`src/rtl/program_serializer_pkg.sv`:
```
// program_serializer_pkg
// Constants and types shared between the serializer and the one-bit
// processor it feeds: instruction width, program-counter width,
// instruction-memory depth and the serializer state encoding.
package program_serializer_pkg;

  localparam int INSTR_W   = 13;
  localparam int CNT_W     = 10;
  localparam int BIT_CNT_W = 4;

  localparam logic [CNT_W-1:0]     MAX_INSTR = CNT_W'(1000);
  localparam logic [BIT_CNT_W-1:0] LAST_BIT  = BIT_CNT_W'(INSTR_W - 1);

  typedef enum logic [1:0] {
    IDLE,
    PRIME,
    SHIFT
  } state_t;

endpackage

```
`src/rtl/program_serializer_if.sv`:
```
// program_serializer_if
// Instruction-word stream feeding the serializer.
//   instr_data  : instruction word, bit 0 is the control bit
//   instr_valid : source has a word on instr_data
//   instr_ready : serializer takes the word this cycle
// master = word source, slave = serializer.
interface program_serializer_if;
  import program_serializer_pkg::*;

  logic [INSTR_W-1:0] instr_data;
  logic               instr_valid;
  logic               instr_ready;

  modport master (output instr_data, output instr_valid, input instr_ready);
  modport slave  (input instr_data, input instr_valid, output instr_ready);

endinterface

```
`src/rtl/program_serializer_instr_word_buf.sv`:
```
// program_serializer_instr_word_buf
// One-entry holding register for the next instruction word.
//   clk, reset : clock, synchronous active-high reset (empties the entry)
//   push, push_data : write a word (caller guarantees room or a same-cycle pop)
//   pop        : consume the held word
//   full, data : entry occupied / held word
module program_serializer_instr_word_buf
  import program_serializer_pkg::*;
(
  input  logic               clk,
  input  logic               reset,
  input  logic               push,
  input  logic [INSTR_W-1:0] push_data,
  input  logic               pop,
  output logic               full,
  output logic [INSTR_W-1:0] data
);

  always_ff @(posedge clk) begin
    if (reset) begin
      full <= 1'b0;
      data <= '0;
    end else if (push) begin
      // push alone or push+pop: entry ends up holding the new word
      full <= 1'b1;
      data <= push_data;
    end else if (pop) begin
      full <= 1'b0;
    end
  end

endmodule

```
`src/rtl/program_serializer.sv`:
```
// program_serializer
// Turns a stream of instruction words into the processor's serial load
// protocol: load enable high, bits LSB-first, one per clock, words back to
// back. Dropping the enable releases the processor to run from address 0.
//   clk, reset  : clock, synchronous active-high reset
//   start       : request a load (IDLE only), num_instr = word count
//   instr       : instruction word stream (slave side)
//   ser_en      : processor load enable
//   ser_bit     : processor serial data bit
//   busy        : not IDLE
//   done / err  : one-cycle completion / rejection-or-underrun pulses
//
// state | meaning
// IDLE  | no load in progress, waiting for start
// PRIME | count accepted, waiting for the first word
// SHIFT | shifting a word out, prefetching the next one
module program_serializer
  import program_serializer_pkg::*;
(
  input  logic                 clk,
  input  logic                 reset,
  input  logic                 start,
  input  logic [CNT_W-1:0]     num_instr,
  program_serializer_if.slave  instr,
  output logic                 ser_en,
  output logic                 ser_bit,
  output logic                 busy,
  output logic                 done,
  output logic                 err
);

  localparam logic [CNT_W-1:0] ONE = CNT_W'(1);

  state_t                 state;
  logic [INSTR_W-1:0]     shreg;
  logic [BIT_CNT_W-1:0]   bit_cnt;
  logic [CNT_W-1:0]       remaining;   // words not yet fully shifted, incl. current
  logic                   buf_full;
  logic [INSTR_W-1:0]     buf_data;
  logic                   handshake;
  logic                   push;
  logic                   pop;
  logic                   last_bit;

  // Prefetch only while a word beyond the one shifting is still owed;
  // this also keeps the stream from ever giving up more than num_instr words.
  assign instr.instr_ready = (state == PRIME) ||
                             ((state == SHIFT) && !buf_full && (remaining > ONE));
  assign busy      = (state != IDLE);
  assign handshake = instr.instr_valid && instr.instr_ready;
  assign last_bit  = (bit_cnt == LAST_BIT);
  assign push      = (state == SHIFT) && handshake;
  assign pop       = (state == SHIFT) && last_bit && (remaining != ONE) && buf_full;

  program_serializer_instr_word_buf u_word_buf (
    .clk       (clk),
    .reset     (reset),
    .push      (push),
    .push_data (instr.instr_data),
    .pop       (pop),
    .full      (buf_full),
    .data      (buf_data)
  );

  always_ff @(posedge clk) begin
    if (reset) begin
      state     <= IDLE;
      shreg     <= '0;
      bit_cnt   <= '0;
      remaining <= '0;
      ser_en    <= 1'b0;
      ser_bit   <= 1'b0;
      done      <= 1'b0;
      err       <= 1'b0;
    end else begin
      done <= 1'b0;
      err  <= 1'b0;
      case (state)
        IDLE: begin
          if (start) begin
            if ((num_instr == '0) || (num_instr > MAX_INSTR)) begin
              err <= 1'b1;
            end else begin
              remaining <= num_instr;
              state     <= PRIME;
            end
          end
        end
        PRIME: begin
          if (handshake) begin
            shreg   <= instr.instr_data;
            ser_bit <= instr.instr_data[0];
            ser_en  <= 1'b1;
            bit_cnt <= '0;
            state   <= SHIFT;
          end
        end
        SHIFT: begin
          if (!last_bit) begin
            shreg   <= shreg >> 1;
            ser_bit <= shreg[1];
            bit_cnt <= bit_cnt + 1'b1;
          end else if (remaining == ONE) begin
            state     <= IDLE;
            ser_en    <= 1'b0;
            ser_bit   <= 1'b0;
            bit_cnt   <= '0;
            remaining <= '0;
            done      <= 1'b1;
          end else if (buf_full) begin
            // seamless hand-over keeps ser_en high across the word boundary
            shreg     <= buf_data;
            ser_bit   <= buf_data[0];
            bit_cnt   <= '0;
            remaining <= remaining - ONE;
          end else begin
            // underrun: the processor only restarts on a fresh enable edge
            state     <= IDLE;
            ser_en    <= 1'b0;
            ser_bit   <= 1'b0;
            bit_cnt   <= '0;
            remaining <= '0;
            err       <= 1'b1;
          end
        end
        default: state <= IDLE;
      endcase
    end
  end

endmodule

```
`src/flat_wrapper.sv`:
```
// flat-port wrapper written by rule: the top's interface ports become plain ports
module program_serializer_flat import program_serializer_pkg::*;
  (clk, reset, start, num_instr, ser_en, ser_bit, busy, done, err, instr_instr_data, instr_instr_valid, instr_instr_ready);
  program_serializer_if instr_i ();
  input  logic clk;
  input  logic reset;
  input  logic start;
  input  logic [CNT_W-1:0] num_instr;
  output logic ser_en;
  output logic ser_bit;
  output logic busy;
  output logic done;
  output logic err;
  input wire logic [$bits(instr_i.instr_data)-1:0] instr_instr_data;
  input wire logic [$bits(instr_i.instr_valid)-1:0] instr_instr_valid;
  output wire logic [$bits(instr_i.instr_ready)-1:0] instr_instr_ready;
  assign instr_i.instr_data = instr_instr_data;
  assign instr_i.instr_valid = instr_instr_valid;
  assign instr_instr_ready = instr_i.instr_ready;
  program_serializer u_core (.clk(clk), .reset(reset), .start(start), .num_instr(num_instr), .instr(instr_i), .ser_en(ser_en), .ser_bit(ser_bit), .busy(busy), .done(done), .err(err));
endmodule
```
`config.mk`:
```
export PLATFORM = sky130hd
export DESIGN_NAME = program_serializer_flat
export DESIGN_NICKNAME = d
export VERILOG_FILES = /design/src/rtl/program_serializer_pkg.sv /design/src/rtl/program_serializer_if.sv /design/src/rtl/program_serializer_instr_word_buf.sv /design/src/rtl/program_serializer.sv /design/src/flat_wrapper.sv
export SDC_FILE = /design/constraint.sdc
export NUM_CORES = 1
export LEC_CHECK = 0
export BUFFER_PORTS_ARGS = -buffer_cell sky130_fd_sc_hd__buf_4
export CAP_MARGIN = 0
export CORE_UTILIZATION = 57
export DETAILED_ROUTE_END_ITERATION = 16
export HOLD_SLACK_MARGIN = 0.02
export PLACE_DENSITY_LB_ADDON = 0.15
export SYNTH_ARGS = -nofsm -noshare
export SYNTH_HDL_FRONTEND = slang
export SYNTH_HIERARCHICAL = 1
export SYNTH_SLANG_ARGS = --single-unit
export TNS_END_PERCENT = 20
```
`constraint.sdc`:
```
create_clock -name clk -period 2.3 [get_ports clk]
set_input_delay 0.23 -clock clk [delete_from_list [all_inputs] [get_ports clk]]
set_output_delay 0.23 -clock clk [all_outputs]
set_load 0.01 [all_outputs]
```
### After elaboration in Yosys (flattened, before gate mapping)

Index checks and enable logic that the tools add are counted.

* $add $sub $neg: 2
* $lt $le $gt $ge: 2
* equality and inequality tests: 12
* multiplexer cells: 40
* bitwise operators: 2
* reductions and logical operators: 22

Operators with widths (number)
* $mux W13: 4
* $mux W10: 5
* $pmux W13 S2: 1
* $pmux W10 S2: 1
* $mux W1: 16
* $mux W2: 6
* $reduce_and A4 Y1: 3
* $eq A10 B1 Y1 const B: 1
* $gt A10 B1 Y1 const B: 1
* $gt A10 B10 Y1 const B: 1
* $logic_not A10 Y1: 1
* $ne A10 B1 Y1 const B: 1
* $sub A10 B1 Y10 const B: 1
* $ne A3 B3 Y1 const B: 3
* $mux W4: 2
* $pmux W4 S2: 1
* $reduce_bool A2 Y1: 4
* $logic_and A1 B1 Y1: 7
* $pmux W1 S2: 3
* $pmux W2 S3: 1
* $reduce_and A5 Y1: 1
* $add A4 B1 Y4 const B: 1
* $eq A4 B4 Y1 const B: 1
* $ne A2 B1 Y1 const B: 2
* other kinds (9): 12

* bits in registers: 47
* input bits: 27
* output and inout bits: 6

### Longest topological paths before layout

* word-level depth: 7
* depth in mapped cells: 10

### Cells and area by module

Netlist, hierarchy kept.

By module, submodules not included
* program_serializer: instances 1, cells an instance 255, area an instance 1918.1 um^2
* program_serializer_instr_word_buf: instances 1, cells an instance 46, area an instance 510.5 um^2

### Worst setup path before layout

No wires, ideal clock.

* path kind: reg-to-reg
* from: reg u_core.state[0]
* to: reg u_core.u_word_buf.data[1]
* library setup time: 117 ps
* arrival time: 1901 ps
* required time: 2183 ps
* setup slack: 282 ps
* stages on the path, launching flop included: 11
* period minus slack after synthesis: 2018 ps
* cell sequence: dfxtp_1 -> buf_4 -> nor2b_1 -> clkbuf_1 -> clkbuf_1 -> nand3_1 -> nor2_1 -> buf_6 -> buf_12 -> mux2i_1 -> nor2_1

* word-level cells in the longest chain between the ends: 6
* elaborated cells on any way between the ends: 7
* classes of those cells: 2 x eq/ne; 5 x reduce/logical

Ends and longest elaborated chain
* from (decl): line program_serializer.sv:34 `state_t state;`
* from (signal assigned): line program_serializer.sv:67 `state <= IDLE;`
* from (signal assigned): line program_serializer.sv:85 `state <= PRIME;`
* from (signal assigned): line program_serializer.sv:95 `state <= SHIFT;`
* $eq A2 B2 Y1: line program_serializer.sv:48, program_serializer.sv:52
* $logic_and A1 B1 Y1 (2 in series): line program_serializer.sv:48 `((state == SHIFT) && !buf_full && (remaining > ONE));`
* $logic_or A1 B1 Y1: line program_serializer.sv:47 `assign instr.instr_ready = (state == PRIME) ||`
* $logic_and A1 B1 Y1: line program_serializer.sv:50 `assign handshake = instr.instr_valid && instr.instr_ready;`
* $logic_and A1 B1 Y1 (*): line program_serializer.sv:52 `assign push = (state == SHIFT) && handshake;`
* via u_core.push: line program_serializer.sv:41 `logic push;`
* to (signal assigned): line program_serializer_instr_word_buf.sv:26 `data <= push_data;`
* to (decl): line program_serializer_instr_word_buf.sv:16 `output logic [INSTR_W-1:0] data`

Mark *: on every way through the listed nets, which the timed path passes. The rest lies on a longest branch.
A chain may end at the register's enable or synchronous reset.

### Final worst setup path

* from: reg u_core.state[1]
* to: reg u_core.remaining[2]

* word-level cells in the longest chain between the ends: 3
* elaborated cells on any way between the ends: 8
* classes of those cells: 4 x eq/ne; 1 x mux; 3 x reduce/logical

Ends and longest elaborated chain
* $eq A2 B2 Y1 / $logic_not A2 Y1 (equally long branches): line program_serializer.sv:78 `case (state)`
* $ne A2 B1 Y1 (no source line), or another cell as far along
* $reduce_and A4 Y1 (no source line)
* to (signal assigned): line program_serializer.sv:84 `remaining <= num_instr;`
* to (signal assigned): line program_serializer.sv:115 `remaining <= remaining - ONE;`
* to (decl): line program_serializer.sv:37 `logic [CNT_W-1:0] remaining;`

Several ways; a longest one is shown, not always the timed one.

==> results by stage <==
Pwr:
- For this design the ratio of total power to cell area is 662 nW/um^2.
- The logic gate share of total power is 19.1%.
- The leakage dissipation is 1.05 nW.
- The switching power as a share of total power is 27.9%.
- The share of total power dissipated in sequential elements is 47.8%.
- Cell internal power was estimated by the tool at 0.00134 W.
- Per report_power, the clock group accounts for 33.1% of the total.
- The worst-case IR drop observed on VDD is 457 uV.
- The total net switching power is 0.000517 W.

Logic synthesis:
- Counting flops and latches in the post-synthesis netlist gives 46.
- The per-instance average area after synthesis is 8.07 um^2.
- When the netlist entered floorplanning its net count stood at 332.
- The most area-hungry cell type in the Yosys netlist is dfxtp_1.
- The most used flip-flop cell after synthesis is dfxtp_1.
- The number of distinct library cells after synthesis is 43.
- Yosys attributes the largest share of cell area to dfxtp_1, nor2_1, nand2_1.
- Summing the sequential cell areas from Yosys gives 37.9% of the chip area.
- The fraction of synthesized cell area taken by the top area cell type is 37.9%.
- In this run, synthesis inferred 0 flip-flops with an integrated enable.
- The count of yosys warnings during synthesis is 6.
- Synthesis produced 301 cells.
- The synthesized netlist occupies a cell area of 2430 um^2.
- The async set-or-reset flop fraction in the synthesized netlist is 0%.

CTS:
- Clock tree synthesis selected as its root buffer the cell clkbuf_8.
- After clock tree synthesis, the clock-pin slew on the worst setup and hold paths is 0.09 ns.
- The count of cells resized by post-cts repair is 0.
- CTS built an H-tree with a depth of 2.
- TritonCTS created 5 clock buffers.
- After clock tree synthesis, the setup repair step added 0 buffers.
- TritonCTS built the clock tree.
- At the later pin of the worst-skew pair, clock insertion delay measures 0.31 ns.
- The clock passes through at most 2 buffers.
- Hold repair after CTS inserted 0 buffers.
- For this design, the sink count on the clock tree is 46.

Placement:
- After detailed placement, the design holds a cell count of 373.
- The weighted congestion at the end of routability-driven global placement is 0.939.
- The post-place instance area is 2690 um^2.
- The number of port buffers is 32.
- The wire-length estimate of the detail-placed layout is 3830 um.

Die:
- The vertical die dimension is 67.3 um.
- The floorplan core area is 4060 um^2.
- The die covers 4530 um^2.
- The floorplan has 23 rows.
- The initial utilization of the core area, before any placement, comes to 59.9%.
- In this run the horizontal extent of the chip is 67.3 um.
- 33 I/O pins were placed.

Timing:
- The clock period minus worst slack is 2.01 ns.
- The period utilization is 87.2%.
- Headroom to the max-slew limit came out at 55.7%.
- The final number of hold-violating endpoints is 0.
- The number of max-slew violations in the final report is 0.
- For the pin with the worst max-slew slack, the measured transition is 0.662 ns.
- Setup violations remaining at the end of the flow were counted as 0.
- Setup repair after global routing left no endpoint under its margin.
- The achievable clock frequency is 499 MHz.
- The final setup TNS is 0 ns.
- The final setup skew is 0.0134 ns.

Worst setup path:
- For this run, the slowest stage of the critical path takes 0.50 ns.
- STA classifies the critical path startpoint as a flop.
- Data arrives at the worst endpoint at 2.20 ns.
- The cell with the biggest individual delay on the critical path is dfxtp_1.
- Walking the worst path, the cells encountered are nor2b_2 > nand2_1 > o211ai_1 > o21ai_0 > a32o_1.
- The kind of critical path is flop to flop.
- The largest fanout on the critical path is 9.
- The kind of capture point of the worst setup path is a flop.
- The required arrival time at the worst endpoint is 2.50 ns.

Cells and area:
- The post-route cell area is 2800 um^2.
- The growth of design area from synthesis to finish is 15.4%.
- After the last flow step, the layout net total stands at 361.
- The count of cells in the finished layout, fillers not included, comes to 381.
- The filler cells instantiated in the layout total 355.
- The post-route netlist has 17.2% of its cells at a drive strength greater than 1.
- The number of antenna diodes in the final layout is 0.
- Leaving out fill and tap cells, the most frequent cell in the layout is nor2_1.
- Leaving out fill and tap cells, the most frequent cells in the layout are nor2_1, dfxtp_1, nand2_1.

Detailed routing:
- In this run the remaining antenna-violating nets after routing total 0.
- The vias after detailed routing is 2264.
- The vias per cell is 5.94.
- After detailed routing, the number of remaining DRC violations is 0.
- For this run, the detailed router's first-pass iteration total came to 4.
- The DRC marker count from the first detailed-route iteration is 174.
- The final wirelength is 5540 um.
- The routed length per instance is 14.6 um.

Global routing:
- The sum of overflow across all layers after global routing is 0.
- Entering global routing, the biggest net connects 44 pins.
- The overall fraction of global-route tracks in use is 27.4%.
- The initial antenna violation count came to 0.
- The number of global-route vias before repair is 2089.
- The wire length of the first global-routing pass is 9360 um.

Run status:
- The run finished with clean final reports.

Flow run:
- Across the run, the number of max-cap violations was 0.

Hold path:
- The path class of the tightest hold or removal check is input port to flop.
## metal layers
layer  global-route usage [%]  vias up  part of all wire, %
li1                         -     1128                    -
met1                     35.3     1053                   47
met2                     43.1       70                   44
met3                     7.09       13                  6.3
met4                     11.4        0                  2.3
met5                        0        -                    0
## synthesized netlist by cell type, types with 5 or more instances
| master | count |
|---|---|
| a311o_1 | 11 |
| a32o_1 | 5 |
| o21ai_0 | 12 |
| a211oi_1 | 6 |
| nand2_1 | 42 |
| a21oi_1 | 25 |
| clkbuf_1 | 10 |
| nor3_1 | 8 |
| mux2i_1 | 14 |
| nand3_1 | 9 |
| inv_1 | 10 |
| dfxtp_1 | 46 |
| nor2_1 | 47 |
## sequential cells by signal, summed over array words and instances, names as in the netlist
name / count
u_core/bit_cnt: 4
u_core/done: 1
u_core/err: 1
u_core/remaining: 10
u_core/ser_bit: 1
u_core/ser_en: 1
u_core/shreg: 12
u_core/state: 2
u_core/u_word_buf/data: 13
u_core/u_word_buf/full: 1
## metrics by stage
step | util [%] | total power, W | setup slack (ns) | hold WS, ns
floorplan | - | 0.00115 | 0.282 | 0.299
global placement | 66.3 | 0.00125 | 0.302 | 0.441
detailed placement | 66.3 | 0.00125 | 0.308 | 0.452
CTS | 69.0 | 0.00187 | 0.301 | 0.152
global route | 69.0 | 0.00196 | 0.104 | 0.154
finish | 69.0 | 0.00185 | 0.295 | 0.157
## layout make-up
type,count,area (um^2),share of cell area (%)
Clock buffer,5,68.8,2.46
Sequential cell,46,921,32.9
Multi-Input combinational cell,226,1350,48.1
Tap cell,50,62.6,2.23
Inverter,10,37.5,1.34
Clock inverter,3,43.8,1.56
Timing Repair Buffer,41,320,11.4
## final timing paths
kind              slack [ns]                         to                start  cells past startpoint
setup / recovery        0.29        u_core/remaining[2]      u_core/state[1]                      5
hold / removal          0.16  u_core/u_word_buf/data[1]  instr_instr_data[1]                      3
setup reg to reg        0.29        u_core/remaining[2]      u_core/state[1]                      5
hold reg to reg         0.46           u_core/shreg[10]     u_core/shreg[10]                      2
## worst max-delay path, delay by kind of cell (launching register included)
| family | cells | cell delay (ns) |
|---|---|---|
| DFF | 1 | 0.50 |
| AOI/OAI and AO/OA | 3 | 0.77 |
| and+or+nand+nor | 2 | 0.64 |
## kinds of logic after synthesis
family | synth area share [%]
AOI/OAI and AO/OA | 20.8
xor gates and xnor gates | 1.44
adders and majority gates | 2.06
buffers and inverters | 6.70
DFF | 37.9
muxes | 5.77
and+or+nand+nor | 25.3
## power groups by stage
stage | combinational [W] | clock (W) | sequential [W]
floorplan | 0.000255 | 0 | 0.000891
global route | 0.000397 | 0.000664 | 0.000893
CTS | 0.000353 | 0.000631 | 0.000885
detailed placement | 0.000351 | 0 | 0.000903
finish | 0.000354 | 0.000614 | 0.000886
global placement | 0.000347 | 0 | 0.000901
No activity file was read; power rests on OpenSTA's default activity.
